**src/rtl/vending_machine_param.sv**
```systemverilog
`default_nettype none
// +----------------------------------------------------------------------------+
// | vending_machine_param: coin-accepting vending controller with parameterised |
// | products and prices. Define VEND_STOCK_EN for per-product stock counters.  |
// | Revision: 1.0                                                             |
// +----------------------------------------------------------------------------+
module vending_machine_param #(
  parameter int NUM_PRODUCTS = 4,
  parameter int CREDIT_W = 6,
  parameter int MAX_CREDIT = 50,
  parameter logic [8*NUM_PRODUCTS-1:0] PRICES = {8'd20, 8'd15, 8'd10, 8'd5},
  parameter int STOCK_INIT = 3
) (
  input  logic                    clk,
  input  logic                    rst,
  input  logic                    coin_valid,
  input  logic [1:0]              coin,
  input  logic                    sel_valid,
  input  logic [2:0]              product_select,
  input  logic                    cancel,
  output logic                    out,
  output logic [2:0]              vend_id,
  output logic                    change_valid,
  output logic [CREDIT_W-1:0]     change,
  output logic [CREDIT_W-1:0]     credit,
  output logic                    coin_reject,
  output logic                    deny,
  output logic [NUM_PRODUCTS-1:0] sold_out
);

  // Comparison width wide enough for credit, an 8-bit price and a carry.
  localparam int c_aw = ((CREDIT_W > 8) ? CREDIT_W : 8) + 1;
  localparam logic [c_aw-1:0] c_max_credit = c_aw'(MAX_CREDIT);
  localparam logic [3:0] c_num_products = 4'(NUM_PRODUCTS);

  typedef enum logic [1:0] {
    S_IDLE     = 2'd0,
    S_COLLECT  = 2'd1,
    S_DISPENSE = 2'd2,
    S_RETURN   = 2'd3
  } state_t;

  state_t          r_state;
  logic [7:0]      w_price;
  logic            w_avail;
  logic [3:0]      w_coin_val;
  logic [c_aw-1:0] w_credit_x;
  logic [c_aw-1:0] w_price_x;
  logic [c_aw-1:0] w_sum;
  logic            w_coin_fits;
  logic            w_sel_in_range;
  logic            w_accept;

  always_comb begin
    w_price = '0;
    w_avail = 1'b0;
    for (int i = 0; i < NUM_PRODUCTS; i++) begin
      if (product_select == 3'(i)) begin
        w_price = PRICES[8*i +: 8];
        w_avail = ~sold_out[i];
      end
    end
  end

  always_comb begin
    case (coin)
      2'd0:    w_coin_val = 4'd1;
      2'd1:    w_coin_val = 4'd2;
      2'd2:    w_coin_val = 4'd5;
      default: w_coin_val = 4'd10;
    endcase
  end

  assign w_credit_x     = {{(c_aw-CREDIT_W){1'b0}}, credit};
  assign w_price_x      = {{(c_aw-8){1'b0}}, w_price};
  assign w_sum          = w_credit_x + {{(c_aw-4){1'b0}}, w_coin_val};
  assign w_coin_fits    = (w_sum <= c_max_credit);
  assign w_sel_in_range = ({1'b0, product_select} < c_num_products);
  assign w_accept       = (r_state == S_COLLECT) && !cancel && sel_valid &&
                          w_sel_in_range && (w_credit_x >= w_price_x) && w_avail;

  always_ff @(posedge clk or posedge rst) begin
    if (rst) begin
      r_state      <= S_IDLE;
      credit       <= '0;
      out          <= 1'b0;
      vend_id      <= '0;
      change_valid <= 1'b0;
      change       <= '0;
      coin_reject  <= 1'b0;
      deny         <= 1'b0;
    end else begin
      out          <= 1'b0;
      vend_id      <= '0;
      change_valid <= 1'b0;
      change       <= '0;
      coin_reject  <= 1'b0;
      deny         <= 1'b0;
      case (r_state)
        S_IDLE, S_COLLECT: begin
          // Cancel only has meaning with credit held; in IDLE it is transparent.
          if (cancel && (r_state == S_COLLECT)) begin
            change_valid <= 1'b1;
            change       <= credit;
            credit       <= '0;
            coin_reject  <= coin_valid;
            r_state      <= S_RETURN;
          end else if (sel_valid) begin
            coin_reject <= coin_valid;
            if (w_accept) begin
              out     <= 1'b1;
              vend_id <= product_select;
              credit  <= CREDIT_W'(w_credit_x - w_price_x);
              r_state <= S_DISPENSE;
            end else begin
              deny <= 1'b1;
            end
          end else if (coin_valid) begin
            if (w_coin_fits) begin
              credit  <= CREDIT_W'(w_sum);
              r_state <= S_COLLECT;
            end else begin
              coin_reject <= 1'b1;
            end
          end
        end
        S_DISPENSE: begin
          coin_reject <= coin_valid;
          deny        <= sel_valid;
          if (credit != '0) begin
            change_valid <= 1'b1;
            change       <= credit;
            credit       <= '0;
            r_state      <= S_RETURN;
          end else begin
            r_state <= S_IDLE;
          end
        end
        S_RETURN: begin
          coin_reject <= coin_valid;
          deny        <= sel_valid;
          r_state     <= S_IDLE;
        end
        default: r_state <= S_IDLE;
      endcase
    end
  end

`ifdef VEND_STOCK_EN
  localparam int c_stock_w = (STOCK_INIT < 2) ? 1 : $clog2(STOCK_INIT + 1);
  localparam logic [c_stock_w-1:0] c_stock_init = c_stock_w'(STOCK_INIT);
  localparam logic [c_stock_w-1:0] c_stock_one  = c_stock_w'(1);

  generate
    for (genvar gi = 0; gi < NUM_PRODUCTS; gi++) begin : g_stock
      logic [c_stock_w-1:0] r_stock;
      always_ff @(posedge clk or posedge rst) begin
        if (rst) begin
          r_stock <= c_stock_init;
        end else if (w_accept && (product_select == 3'(gi))) begin
          r_stock <= r_stock - c_stock_one;
        end
      end
      assign sold_out[gi] = (r_stock == '0);
    end
  endgenerate
`else
  assign sold_out = '0;
`endif

endmodule
`default_nettype wire

```
**config.mk**
```make
export PLATFORM = sky130hd
export DESIGN_NAME = vending_machine_param
export DESIGN_NICKNAME = d
export VERILOG_FILES = /design/src/rtl/vending_machine_param.sv
export SDC_FILE = /design/constraint.sdc
export NUM_CORES = 1
export LEC_CHECK = 0
export CELL_PAD_IN_SITES_DETAIL_PLACEMENT = 1
export CELL_PAD_IN_SITES_GLOBAL_PLACEMENT = 1
export CORE_MARGIN = 10
export CORE_UTILIZATION = 26
export DETAILED_ROUTE_END_ITERATION = 16
export PLACE_DENSITY_LB_ADDON = 0.05
export SYNTH_ARGS = -nofsm -noshare
export SYNTH_HDL_FRONTEND = slang
export SYNTH_SLANG_ARGS = --single-unit
```
**constraint.sdc**
```tcl
create_clock -name clk -period 6.75 [get_ports clk]
set_input_delay 0.675 -clock clk [delete_from_list [all_inputs] [get_ports clk]]
set_output_delay 0.675 -clock clk [all_outputs]
set_load 0.01 [all_outputs]
```
=== After elaboration in Yosys (flattened, before gate mapping) ===
Cells that the tools add are included.

* Add/sub/neg operators: 2
* Order comparisons: 3
* Equality and inequality tests: 12
* Muxes and demuxes: 46
* Reduce and logical (&&, ||, !) cells: 16

{| class="wikitable"
|+ Operator list
! operator !! count
|-
| two-way mux 6 bit || 8
|-
| case mux 6 bit (2 select lines) || 2
|-
| two-way mux 1 bit || 17
|-
| two-way mux 3 bit || 5
|-
| two-way mux 2 bit || 6
|-
| inequality test 4 bit (second input constant) || 3
|-
| case mux 4 bit (3 select lines) || 1
|-
| greater-or-equal comparator 6 x 8 -> 1 bit || 1
|-
| two-way mux 4 bit || 2
|-
| adder 6 x 4 -> 7 bit || 1
|-
| <= comparator 7 x 6 -> 1 bit (second input constant) || 1
|-
| equality test 2 bit (second input constant) || 3
|-
| equality test 3 x 2 -> 1 bit (second input constant) || 2
|-
| logical AND 1 bit || 6
|-
| case mux 1 bit (2 select lines) || 3
|-
| case mux 2 bit (3 select lines) || 1
|-
| nonzero test 6 bit || 1
|-
| subtractor 6 bit || 1
|-
| two-way mux 5 bit || 1
|-
| AND reduction 5 bit || 1
|-
| equality test 2 x 1 -> 1 bit (second input constant) || 2
|-
| zero test 2 bit || 2
|-
| OR reduction 2 bit || 2
|-
| equality test 3 x 1 -> 1 bit (second input constant) || 1
|-
| other kinds (6) || 6
|}

* Register bits after elaboration: 21
* Bits of input ports: 10
* Output and inout bits: 23
* Word-level logic and storage cells: 87

=== Longest topological paths before layout ===
* Depth after elaboration: 12
* Gate-level depth with buffers: 10
* Mapped depth without buffers: 10

=== Worst setup path after synthesis ===
OpenSTA, ideal clock, no wires.

* Path kind: input to register
* From: input coin[0]
* To: register r_state[0]
* Setup time: 125 ps
* Data arrival time: 2,506 ps
* Data required time: 6,625 ps
* Path slack: 4,119 ps
* Stages: 10
* Buffers on the path: 0
* Cell sequence: inv_1 > ha_1 > inv_1 > fa_1 > and2b_1 > o21ai_0 > a31oi_2 > a21boi_2 > or3_1 > o2bb2ai_1

* Cells in the longest elaborated chain, start to end: 6
* Elaborated cells on any way between the ends: 8
* Classes of those cells: add/sub (1); order compare (1); eq/ne (3); mux (1); reduce/logical (2)

{| class="wikitable"
|+ Ends and longest elaborated chain
! what !! line !! text
|-
| start, declared || 17 || <nowiki>input logic [1:0] coin,</nowiki>
|-
| equality test 2 bit (tied with other cells) || 66 || <nowiki>case (coin)</nowiki>
|-
| case mux 4 bit (3 select lines) * || 66 ||
|-
| adder 6 x 4 -> 7 bit * || 76 || <nowiki>assign w_sum = w_credit_x + {{(c_aw-4){1'b0}}, w_coin_val};</nowiki>
|-
| <= comparator 7 x 6 -> 1 bit * || 77 || <nowiki>assign w_coin_fits = (w_sum <= c_max_credit);</nowiki>
|-
| inequality test 4 bit (no source line) * || n/a ||
|-
| AND reduction 3 bit (no source line) * || n/a ||
|-
| end signal, assigned || 84 || <nowiki>r_state <= S_IDLE;</nowiki>
|-
| end signal, assigned || 107 || <nowiki>r_state <= S_RETURN;</nowiki>
|-
| end signal, assigned || 114 || <nowiki>r_state <= S_DISPENSE;</nowiki>
|-
| end, declared || 43 || <nowiki>state_t r_state;</nowiki>
|}

Mark *: on every way between the ends. The rest lies on a longest branch, timed or not.
A chain may end at the register's enable or synchronous reset.

=== Final worst setup path ===
* From: input product_select[2]
* To: register credit[2]

* Cells in the longest elaborated chain, start to end: 10
* Elaborated cells on any way between the ends: 24
* Classes of those cells: add/sub (1); order compare (2); eq/ne (4); mux (12); reduce/logical (5)

{| class="wikitable"
|+ Ends and longest elaborated chain
! what !! line !! text
|-
| start, declared || 19 || <nowiki>input logic [2:0] product_select,</nowiki>
|-
| zero test 3 bit || 58 || <nowiki>if (product_select == 3'(i)) begin</nowiki>
|-
| two-way mux 3 bit || 58 ||
|-
| two-way mux 4 bit (2 in a row) || 58 ||
|-
| two-way mux 5 bit || 58 ||
|-
| subtractor 6 bit or greater-or-equal comparator 6 x 8 -> 1 bit (tied branches) || 113, 80 ||
|-
| two-way mux 6 bit or logical AND 1 bit (tied branches) || 110, 80 ||
|-
| two-way mux 6 bit or logical AND 1 bit (tied branches) || 108, 80 ||
|-
| two-way mux 6 bit or inequality test 4 bit (tied branches) || n/a ||
|-
| case mux 6 bit (2 select lines) or AND reduction 5 bit (tied branches) || n/a ||
|-
| end signal, assigned || 113 || <nowiki>credit <= CREDIT_W'(w_credit_x - w_price_x);</nowiki>
|-
| end signal, assigned || 120 || <nowiki>credit <= CREDIT_W'(w_sum);</nowiki>
|-
| end, declared || 25 || <nowiki>output logic [CREDIT_W-1:0] credit,</nowiki>
|}

Parallel ways exist; a longest one is shown, timed or not. The select of a mux whose other input is x is not followed.

==> reports/metrics.cfg <==
[outcome]
outcome = finished, final reports clean

[placement]
dp_hpwl_mm = 3.656
gp_congestion = 0.7727
portBuffers = 28
post_dp_cell_area_um2 = 1858

[cells_and_area]
nets = 207
multi_input_area_um2 = 932.1
fin_util = 0.3394
drive_gt1_frac = 0.07568
fin_area_um2 = 1903
fill_cells = 672
area_growth_pct = 24.67
n_antenna_cell = 0
seqCellArea_um2 = 525.5

[timing]
max_freq_ghz = 0.3101
rsz0062_at_grt = no
period_minus_slack_ns = 3.225
slew_violations = 0
holdWs_ns = 0.6346
maxSlewHeadroom = 0.4413
hold_violations = 0
period_share = 0.4778
tightestPinTransition_ns = 0.8371
setup_viol = 0
fin_setup_tns_ns = 0
finClkSkew_ns = 0.002636

[die]
die_h_um = 96.62
initial_core_util = 0.2722
die_area_um2 = 9335
rows = 27
core_um2 = 5608
io_pins = 33
die_x_um = 96.62

[synth]
yosysMostFrequentCell = dfrtp_1
synth_seq_cells = 21
synth_area_leaders = dfrtp_1 (34%), ha_1 (7.4%), o2bb2ai_1 (4.0%)
yosysSeqAreaShare = 0.3443
netlist.area_leader.share = 0.3443
synth_cell_types = 50
yosys.area.top_type = dfrtp_1
synth-edff-count = 0
netlist_area_um2 = 1526
synthCells = 157
syn-mean-instance-area_um2 = 9.723
async_reset_ff_frac = 1.000
synthFlopType = dfrtp_1
ys_warn_count = 0
synthTopCellsByCount = dfrtp_1 (21), nor2_1 (10), ha_1 (9), o21ai_0 (9)

[setup_path]
critical_path_class = input port to flip-flop
crit_chain = clkdlybuf4s50_1, nor2_1, ha_1, inv_1, fa_1, a211o_1, o211ai_1, a2111oi_4, and2_4, a31oi_2, o2bb2ai_1
critical_path_required_ns = 6.89
crit_path_max_incr_delay_ns = 0.53
crit_fanout = 6
cp-end-kind = flip-flop
startpoint_type = input port
crit_start = product_select[2]
r2r-start = credit[0]
cp.arrival_ns = 3.37
crit_path_top_delay_cell = clkdlybuf4s50_1

[hold_path]
hold_path.startpoint = r_state[1]
hold_path_class = flip-flop to flip-flop

[route]
wl_per_cell_um = 17.86
final_antenna_net_count = 0
wl_met1_mm = 2.048
wirelength_mm = 4.589
viasPerCell = 5.000
highest_layer = met4
wl_met2_mm = 2.306
remaining_drc_errors = 0
drtIter0Drc = 41
wl_met3_um = 150
first_pass_iters = 4
vias = 1285

[cts]
path_clk_slew_ns = 0.08
cts.htree.levels = 1
clock-sinks = 21
root_buffer = clkbuf_8
cts_resized = 0
postCtsSetupRepairBufs = 0
cts_tree = built
ctsHoldBuffers = 0
ctsLongestPathBuffers = 2
numCtsBuffers = 3
clkLatencyLatePin_ns = 0.26

[pwr]
p_leak_nw = 0.8077
peakVddDrop_uv = 91.03
power_density_nw_per_um2 = 360.1
design_power_total_uw = 685.4

[global_routing]
grtUsageTotal = 0.09625
grt_pass1_vias = 1445
overflow = 0
antenna_found_initial = 0
grt_max_degree = 22
grt_first_pass_wirelength_mm = 7.590

[flow_run]
drv_cap = 0

[final cells by class]
| cell class | count | area share |
|---|---|---|
| Clock buffer | 4 | 0.02367 |
| Inverter | 8 | 0.01578 |
| Multi-Input combinational cell | 124 | 0.4898 |
| Sequential cell | 21 | 0.2761 |
| Tap cell | 72 | 0.04734 |
| Timing Repair Buffer | 28 | 0.1473 |
[stage by stage]
| stage | instances | setup slack, ns |
|---|---|---|
| after floorplan | 161 | 4.119 |
| after global placement | 253 | 3.325 |
| after detailed placement | 253 | 3.262 |
| after CTS | 257 | 3.507 |
| after global routing | 257 | 3.344 |
| final | 257 | 3.525 |
[worst max-delay path, delay by kind of cell]
kind | cells | cell delay (ns)
adders and majority gates | 2 | 0.61
AOI/OAI and AO/OA | 5 | 1.08
and+or+nand+nor | 2 | 0.40
buffers and inverters | 2 | 0.58
[cell usage in the layout (no fill, tap or decap), drive strengths merged, types with 3 or more instances in the layout]
cell type / instances
a211oi: 3
a21boi: 3
a21o: 3
a21oi: 7
a31oi: 3
and2: 10
and3: 3
clkbuf: 4
clkdlybuf4s50: 28
conb: 5
dfrtp: 21
ha: 9
inv: 8
nand2: 6
nand2b: 8
nor2: 10
nor2b: 3
o211ai: 4
o21ai: 9
o2bb2ai: 7
xor2: 3
[kinds of logic after synthesis]
logic type                 count (synthesis)  share of synthesized area
other                                      1                   0.002457
AOI/OAI and AO/OA                         52                     0.2779
DFF                                       21                     0.3443
xor gates and xnor gates                   3                    0.01722
muxes                                      1                   0.006558
and+or+nand+nor                           52                     0.1967
buffers and inverters                     16                    0.05492
adders and majority gates                 11                     0.1000
[registers in the layout, indices dropped and copies added, names as in the netlist]
signal and cells:
vend_id 3, out 1, credit 6, r_state 2, deny 1, change_valid 1
change 6, coin_reject 1
[metal layers]
layer	global-route usage	up-vias
li1	-	622
met1	0.1129	629
met2	0.1687	27
met3	0.01632	7
met4	0.03720	0
met5	0	-
[power breakdown]
group	internal [mW]	total (mW)	switching, mW
Clock	0.0421	0.0843	0.0421
Sequential	0.156	0.204	0.0483
Combinational	0.182	0.397	0.215
[final timing paths]
| kind | to | slack [ns] | depth (start not counted) |
|---|---|---|---|
| hold reg to reg | change_valid | 0.63 | 1 |
| setup / recovery | credit[2] | 3.52 | 11 |
| hold / removal | change_valid | 0.63 | 1 |
| setup reg to reg | credit[2] | 4.08 | 9 |
| max in group asynchronous | credit[1] | 5.36 | 2 |
| min in group asynchronous | r_state[1] | 0.87 | 2 |
(Power assumes the default switching activity.)
